## src/rtl/pipelined_mult_if.sv

```systemverilog
// Operand and result valid/ready bundle for pipelined_mult.
interface pipelined_mult_if #(
  parameter int NUM_LANES  = 4,
  parameter int IN_0_WIDTH = 8,
  parameter int IN_1_WIDTH = 8,
  parameter int OUT_WIDTH  = IN_0_WIDTH + IN_1_WIDTH
);
  logic                              in_valid;
  logic                              in_ready;
  logic [NUM_LANES*IN_0_WIDTH-1:0]   in_0;
  logic [NUM_LANES*IN_1_WIDTH-1:0]   in_1;
  logic                              in_0_signed;
  logic                              in_1_signed;
  logic                              out_valid;
  logic                              out_ready;
  logic [NUM_LANES*OUT_WIDTH-1:0]    out;

  modport master (
    output in_valid, in_0, in_1,
    output in_0_signed, in_1_signed,
    output out_ready,
    input  in_ready, out_valid, out
  );

  modport slave (
    input  in_valid, in_0, in_1,
    input  in_0_signed, in_1_signed,
    input  out_ready,
    output in_ready, out_valid, out
  );
endinterface

```

## src/rtl/pipelined_mult.sv

```systemverilog
// Multi-lane pipelined multiplier, per-operand signedness,
// valid/ready on both sides with collapsing bubbles.
module pipelined_mult #(
  parameter int NUM_LANES   = 4,
  parameter int IN_0_WIDTH  = 8,
  parameter int IN_1_WIDTH  = 8,
  parameter int OUT_WIDTH   = IN_0_WIDTH + IN_1_WIDTH,
  parameter int PIPE_STAGES = 2
) (
  input logic              clk,
  input logic              reset,
  pipelined_mult_if.slave  bus
);
  localparam int PW = IN_0_WIDTH + IN_1_WIDTH + 2;
  localparam int EW = (OUT_WIDTH > PW) ? OUT_WIDTH : PW;
  localparam int DW = NUM_LANES * OUT_WIDTH;

  logic [DW-1:0]          w_prod;
  logic [PIPE_STAGES-1:0] w_load;
  logic [PIPE_STAGES-1:0] r_v;
  logic [DW-1:0]          r_data [PIPE_STAGES];

  // Extending both operands to EW bits makes the low OUT_WIDTH
  // bits of the product exact in every sign mode.
  for (genvar l = 0; l < NUM_LANES; l++) begin : g_lane
    logic [IN_0_WIDTH-1:0] w_a;
    logic [IN_1_WIDTH-1:0] w_b;
    logic                  w_sa;
    logic                  w_sb;
    logic [EW-1:0]         w_ax;
    logic [EW-1:0]         w_bx;

    assign w_a  = bus.in_0[l*IN_0_WIDTH +: IN_0_WIDTH];
    assign w_b  = bus.in_1[l*IN_1_WIDTH +: IN_1_WIDTH];
    assign w_sa = bus.in_0_signed & w_a[IN_0_WIDTH-1];
    assign w_sb = bus.in_1_signed & w_b[IN_1_WIDTH-1];
    assign w_ax = {{(EW-IN_0_WIDTH){w_sa}}, w_a};
    assign w_bx = {{(EW-IN_1_WIDTH){w_sb}}, w_b};
    assign w_prod[l*OUT_WIDTH +: OUT_WIDTH] =
      OUT_WIDTH'(w_ax * w_bx);
  end

  // Stage k can load unless it and everything after it is
  // full while the output is stalled.
  for (genvar k = 0; k < PIPE_STAGES; k++) begin : g_load
    assign w_load[k] =
      ~(&r_v[PIPE_STAGES-1:k]) | bus.out_ready;
  end

  assign bus.in_ready  = w_load[0] & ~reset;
  assign bus.out_valid = r_v[PIPE_STAGES-1];
  assign bus.out       = r_data[PIPE_STAGES-1];

  always_ff @(posedge clk) begin
    if (reset) begin
      r_v <= '0;
      for (int k = 0; k < PIPE_STAGES; k++) begin
        r_data[k] <= '0;
      end
    end else begin
      if (w_load[0]) begin
        r_v[0]    <= bus.in_valid;
        r_data[0] <= w_prod;
      end
      for (int k = 1; k < PIPE_STAGES; k++) begin
        if (w_load[k]) begin
          r_v[k]    <= r_v[k-1];
          r_data[k] <= r_data[k-1];
        end
      end
    end
  end
endmodule

```

## src/flat_wrapper.sv

```systemverilog
// flat-port wrapper written by rule: the top's interface ports become plain ports
module pipelined_mult_flat 
#(
  parameter int NUM_LANES   = 4,
  parameter int IN_0_WIDTH  = 8,
  parameter int IN_1_WIDTH  = 8,
  parameter int OUT_WIDTH   = IN_0_WIDTH + IN_1_WIDTH,
  parameter int PIPE_STAGES = 2
)
  (clk, reset, bus_in_valid, bus_in_0, bus_in_1, bus_in_0_signed, bus_in_1_signed, bus_out_ready, bus_in_ready, bus_out_valid, bus_out);
  pipelined_mult_if #(.NUM_LANES(NUM_LANES), .IN_0_WIDTH(IN_0_WIDTH), .IN_1_WIDTH(IN_1_WIDTH), .OUT_WIDTH(OUT_WIDTH)) bus_i ();
  input logic clk;
  input logic reset;
  input wire logic [$bits(bus_i.in_valid)-1:0] bus_in_valid;
  input wire logic [$bits(bus_i.in_0)-1:0] bus_in_0;
  input wire logic [$bits(bus_i.in_1)-1:0] bus_in_1;
  input wire logic [$bits(bus_i.in_0_signed)-1:0] bus_in_0_signed;
  input wire logic [$bits(bus_i.in_1_signed)-1:0] bus_in_1_signed;
  input wire logic [$bits(bus_i.out_ready)-1:0] bus_out_ready;
  output wire logic [$bits(bus_i.in_ready)-1:0] bus_in_ready;
  output wire logic [$bits(bus_i.out_valid)-1:0] bus_out_valid;
  output wire logic [$bits(bus_i.out)-1:0] bus_out;
  assign bus_i.in_valid = bus_in_valid;
  assign bus_i.in_0 = bus_in_0;
  assign bus_i.in_1 = bus_in_1;
  assign bus_i.in_0_signed = bus_in_0_signed;
  assign bus_i.in_1_signed = bus_in_1_signed;
  assign bus_i.out_ready = bus_out_ready;
  assign bus_in_ready = bus_i.in_ready;
  assign bus_out_valid = bus_i.out_valid;
  assign bus_out = bus_i.out;
  pipelined_mult #(.NUM_LANES(NUM_LANES), .IN_0_WIDTH(IN_0_WIDTH), .IN_1_WIDTH(IN_1_WIDTH), .OUT_WIDTH(OUT_WIDTH), .PIPE_STAGES(PIPE_STAGES)) u_core (.clk(clk), .reset(reset), .bus(bus_i));
endmodule
```

## config.mk

```make
export PLATFORM = sky130hd
export DESIGN_NAME = pipelined_mult_flat
export DESIGN_NICKNAME = d
export VERILOG_FILES = /design/src/rtl/pipelined_mult_if.sv /design/src/rtl/pipelined_mult.sv /design/src/flat_wrapper.sv
export SDC_FILE = /design/constraint.sdc
export NUM_CORES = 1
export LEC_CHECK = 0
export ABC_AREA = 1
export ABC_CLOCK_PERIOD_IN_PS = 7400
export CORE_UTILIZATION = 61
export CTS_CLUSTER_DIAMETER = 200
export CTS_CLUSTER_SIZE = 30
export DETAILED_ROUTE_END_ITERATION = 10
export GPL_ROUTABILITY_DRIVEN = 1
export PLACE_DENSITY = 0.79
export SLEW_MARGIN = 40
export SYNTH_ARGS = -nofsm -noshare
export SYNTH_HDL_FRONTEND = slang
export SYNTH_SLANG_ARGS = --single-unit
export TNS_END_PERCENT = 30
```

## constraint.sdc

```tcl
create_clock -name clk -period 7.4 [get_ports clk]
set_input_delay 1.85 -clock clk [delete_from_list [all_inputs] [get_ports clk]]
set_output_delay 1.85 -clock clk [all_outputs]
set_load 0.01 [all_outputs]
```

==> flow_summary.ini, run 1 <==
[routing]
vias = 12600
drt-total-wl_mm = 34.9
drt_first_pass_iters = 7
drt_iter0_markers = 740
viasPerCell = 5.02
wl_per_cell_um = 13.9
ant_nets = 0
drc = 0

[timing]
setup-tns-final_ns = 0
slew_violations = 0
finalHoldViolations = 0
fin_skew_ns = 0.0109
fin_crit_ns = 6.62
slew_headroom = 0.509
fmax_ghz = 0.151
hold_ws_ns = 0.508
rsz0062_at_grt = false
report.final.setup_viol = 0
worst_pin_slew_ns = 0.735
period_share = 0.895

[logic_synthesis]
synth_cell_type_count = 37
synth_compound_area_frac = 0.0300
synth_fa_ha_area_frac = 0.389
ys_ff_latch = 130
ys.flop_type = edfxtp_1
synth_area_leaders = fa_1 29%, edfxtp_1 22%, inv_1 13%
syn-instance-count = 2098
synth_edf_count = 128
synthMuxAreaShare = 0
synthTopCellsByCount = 603 x inv_1, 467 x nand2_1, 252 x fa_1
yosysMostFrequentCell = inv_1
synth_warnings = 0
ys_seq_area_frac = 0.226
synth-simple-area-share = 0.173
yosysTopAreaCell = fa_1
synth.avg_cell_area_um2 = 8.20
synthXorXnorAreaFrac = 0.00196
syn_area_um2 = 17200
postSynth.asyncResetShare = 0
synth_nets = 2552
synth_top_family_by_area = adder cells
yosysTopAreaCellShare = 0.293

[pwr]
swShare = 0.448
p_switching_mw = 2.39
ir_worst_vdd_mv = 0.147
clock_power_share = 0.155
leakage_nw = 10.7
internal_power_mw = 2.95
p_per_area_nw_per_um2 = 282
p_seq_frac = 0.212
combPwrFrac = 0.633

[setup_path]
crit_required_ns = 7.55
crit_type = input pin to register
arrival_ns = 6.78
endpoint_kind = register
cp-start-kind = input pin
critPathMaxFanout = 8
reg2reg_setup_slack_ns = 4.58
r2r_cells = 7
reg2reg_from = u_core.r_v[1]
cp-startpoint = bus_in_1[16]
worstReg2RegEnd = u_core.r_data[0][48]
critPathCapture = u_core.r_data[0][47]

[cts]
hold_buffers = 0
cts_resized = 0
cts.sinks = 130
cts_buffers = 17
clock-root-buffer = clkbuf_16
clk_pin_slew_ns = 0.05
clk_path_buf_depth = 2
cts_tree = done
h-tree-depth = 4
clock_latency_ns = 0.41
post_cts_buffers = 0

[placement]
globalplace.congestion = 0.916
hpwl_mm = 28.0
dp.cells = 2486
io_buffers = 135

[layout]
diodes = 0
fin_cells = 2517
drive_gt1_frac = 0.0313
synthToLayoutAreaGrowth_pct = 9.98
num-nets-final = 2581
nFillCells = 2213

[grt]
grt_pass1_vias = 12900
grt_pass1_wl_mm = 59.0
grt-ovfl-total = 0
grt_max_degree = 66
grt_use_total = 0.258
antenna_found_initial = 0

[run]
cap_violations = 0

[floorplanning]
core_area_um2 = 27800
die_x_um = 170
die-height_um = 170
initial_core_util = 0.619
row_count = 61
io_pins = 136
fp.dieArea_um2 = 28900

[worst_hold_path]
hp-class = register to register

[outcome]
status = completed
[cells by family after synthesis]
logic type / count (synthesis)
and+or+nand+nor: 738
adders and majority gates: 384
buffers and inverters: 750
xor gates and xnor gates: 3
DFF: 130
AOI/OAI and AO/OA: 93
[layout by cell type, fill, tap and decap left out, types with 2 or more instances in the layout]
cell type and count:
inv_1 603, nand2_1 465, fa_1 252, nor2_1 179
clkdlybuf4s50_1 135, ha_1 132, edfxtp_1 128, nand3_1 54
a21oi_1 50, o21ai_0 22, clkbuf_16 17, buf_4 17
nor3_1 12, nand2_2 7, or2_2 5, o21bai_1 5
o21a_1 5, nand4_1 4, clkinv_1 4, clkbuf_1 4
nand3_4 3, nand3b_1 3, a21boi_0 3, bufinv_16 3
clkinv_2 2, a31oi_1 2, a21o_1 2, nor3b_1 2
xor2_1 2, nand3_2 2, a31o_2 2, clkinvlp_4 2
dfxtp_1 2
[flip-flops by register name (all words and copies together), names as in the netlist]
signal and cells:
u_core.r_data 128, u_core.r_v 2
[metrics by stage]
step | util | power [mW] | area (µm²) | setup slack [ns]
after floorplan | - | 3.75 | 17200 | 1.22
after CTS | 0.681 | 5.37 | 18900 | 0.792
after global placement | 0.660 | 4.37 | 18300 | 0.538
after detailed placement | 0.660 | 4.49 | 18300 | 0.369
after global routing | 0.681 | 5.95 | 18900 | 0.426
final | 0.681 | 5.34 | 18900 | 0.777
[routing by layer]
metal	vias to the layer above	part of all wire	GRT usage
li1	6087	-	-
met1	6079	0.40	0.314
met2	400	0.51	0.469
met3	65	0.058	0.0353
met4	0	0.027	0.0913
met5	-	0	0
[power groups by stage]
| stage | Clock [mW] | Sequential (mW) | Combinational (mW) |
|---|---|---|---|
| 6_report | 0.826 | 1.13 | 3.38 |
| 2_1_floorplan | 0 | 1.12 | 2.63 |
| 5_1_grt | 0.867 | 1.15 | 3.93 |
| 4_1_cts | 0.839 | 1.13 | 3.39 |
| 3_3_place_gp | 0 | 1.14 | 3.23 |
| 3_5_place_dp | 0 | 1.15 | 3.35 |
[critical path: stages]
cell and delay, ns:
clkdlybuf4s50_1 0.68, inv_1 0.11, nor2_1 0.20, inv_1 0.12, fa_1 0.69, inv_1 0.12
fa_1 0.47, fa_1 0.57, fa_1 0.41, ha_1 0.28, ha_1 0.32, inv_1 0.12
o21ai_0 0.14, a21boi_0 0.22, nand2_1 0.09, nor2_1 0.17, nand3_2 0.09, nand2_1 0.06
nor2_1 0.05
[cell type report]
type | count | area, µm² | share of cell area
multi-input combinational | 1218 | 10200 | 0.540
sequential | 130 | 3880 | 0.205
inverter | 607 | 2280 | 0.120
timing repair buffer | 153 | 1490 | 0.0788
tap | 378 | 473 | 0.0250
clock buffer | 21 | 440 | 0.0233
clock inverter | 10 | 135 | 0.00714
[worst min-delay path by stage]
stage	from	to	slack (ns)	cells past startpoint
after CTS	u_core.r_v[0]	u_core.r_v[1]	0.51	2
after floorplan	u_core.r_v[0]	u_core.r_v[1]	0.46	2
after global placement	u_core.r_v[0]	u_core.r_v[1]	0.47	2
after global routing	u_core.r_v[0]	u_core.r_v[1]	0.55	2
final	u_core.r_v[0]	u_core.r_v[1]	0.51	2
after detailed placement	u_core.r_v[0]	u_core.r_v[1]	0.50	2
Note: power is estimated with default switching activity, not from simulation.
==> run 2: changes to the inputs <==
- TNS_END_PERCENT: 30 -> 50
==> results of run 2 <==
The final DEF is identical to that of run 1; final timing and power are the same.
==> run 3: changes to the inputs <==
- GPL_ROUTABILITY_DRIVEN: 1 -> 0
==> flow_summary.ini, run 3 (same netlist as run 1, synthesis figures left out) <==
[layout]
num-nets-final = 2579
layout_common_cells = 603 x inv_1, 465 x nand2_1, 252 x fa_1
final_common_cell = inv_1
diodes = 0
final_cell_area_um2 = 18900
drive_gt1_frac = 0.0323
postLayoutCoreUtil = 0.679
synthToLayoutAreaGrowth_pct = 9.70
top_regs = u_core.r_data x128, u_core.r_v x2
top_register = u_core.r_data
fin_cells = 2516
largest_reg_flops = 128

[run]
cap_violations = 0

[timing]
fin_crit_ns = 6.71
hold_ws_ns = 0.527
fmax_ghz = 0.149
slew_headroom = 0.533
setup_slack_ns = 0.694
slew_violations = 0
worst_pin_slew_ns = 0.700
period_share = 0.906
setup-tns-final_ns = 0
report.final.setup_viol = 0
fin_skew_ns = 0.00984
finalHoldViolations = 0
rsz0062_at_grt = false

[grt]
grt_use_total = 0.261
antenna_found_initial = 0
grt_max_degree = 52
grt_pass1_vias = 13200
grt_pass1_wl_mm = 59.9
grt-ovfl-total = 0

[worst_hold_path]
min_to = u_core.r_v[1]
hp-class = register to register
min_from = u_core.r_v[0]
whs_path_depth = 2

[setup_path]
arrival_ns = 6.87
crit_path_max_incr_delay_ns = 0.50
r2r_cells = 8
endpoint_kind = register
slowest_stage = fa_1
crit_type = input pin to register
critPathMaxFanout = 12
crit_required_ns = 7.57
cpMostUsedCell = fa_1
reg2reg_setup_slack_ns = 4.58
cp-start-kind = input pin
cp_cell_sequence = clkdlybuf4s50_1, buf_4, nand2_1, nor2_1, inv_1, fa_1, inv_1, fa_1, fa_1, fa_1, inv_1, fa_1, inv_1, ha_1, nand2_1, nor3_1, nand3_1, nand4_1, nand2_1, nand2_1, nor2_1
worstReg2RegEnd = u_core.r_data[0][24]
reg2reg_from = u_core.r_v[1]

[pwr]
leakage_nw = 10.7
p_per_area_nw_per_um2 = 281
ir_worst_vdd_mv = 0.164
finalPower_mw = 5.31

[placement]
hpwl_mm = 28.3
postPlaceCellArea_um2 = 18300
dp.cells = 2484
io_buffers = 135
dp_slack_ns = 0.328

[floorplanning]
core_area_um2 = 27800
io_pins = 136
die-height_um = 170
fp.dieArea_um2 = 28900
row_count = 61
die_x_um = 170
initial_core_util = 0.619

[routing]
ant_nets = 0
drc = 0
wl_per_cell_um = 13.9
drt_first_pass_iters = 5
drt-total-wl_mm = 34.9
vias = 12700
drt_iter0_markers = 749
viasPerCell = 5.04

[outcome]
status = completed

[cts]
clk_pin_slew_ns = 0.06
cts.sinks = 130
clock_latency_ns = 0.41
h-tree-depth = 4
clock-root-buffer = clkbuf_16
cts_buffers = 17
hold_buffers = 0
post_cts_buffers = 0
cts_resized = 0
clk_path_buf_depth = 2
cts_tree = done
run 3: power breakdown:
part	internal (mW)	switching, mW
Sequential	1.07	0.0552
Clock	0.459	0.309
Combinational	1.36	2.06
run 3: area by class of cell:
type | count | area, µm²
clock buffer | 18 | 429
clock inverter | 14 | 113
fill | 2252 | 8910
inverter | 607 | 2280
multi-input combinational | 1218 | 10200
sequential | 130 | 3880
tap | 378 | 473
timing repair buffer | 151 | 1470
run 3: worst max-delay path, delay by kind of cell:
family / cells / cell delay, ns
AND/OR/NAND/NOR: 9 / 1.12
adder cells (fa/ha/maj): 6 / 2.85
buffers and inverters: 6 / 1.04
run 3: how the worst max path moves through the flow:
stage               startpoint                    to
6_report       bus_in_0_signed  u_core.r_data[0][14]
3_5_place_dp   bus_in_0_signed  u_core.r_data[0][14]
5_1_grt        bus_in_0_signed  u_core.r_data[0][14]
3_3_place_gp   bus_in_0_signed  u_core.r_data[0][14]
4_1_cts        bus_in_0_signed  u_core.r_data[0][14]
2_1_floorplan     bus_in_1[24]  u_core.r_data[0][59]
run 3: routing by layer:
metal | vias up | GRT usage | part of all wire
li1 | 6080 | - | -
met1 | 6110 | 0.321 | 0.40
met2 | 409 | 0.471 | 0.51
met3 | 74 | 0.0330 | 0.050
met4 | 0 | 0.0944 | 0.031
met5 | - | 0 | 0
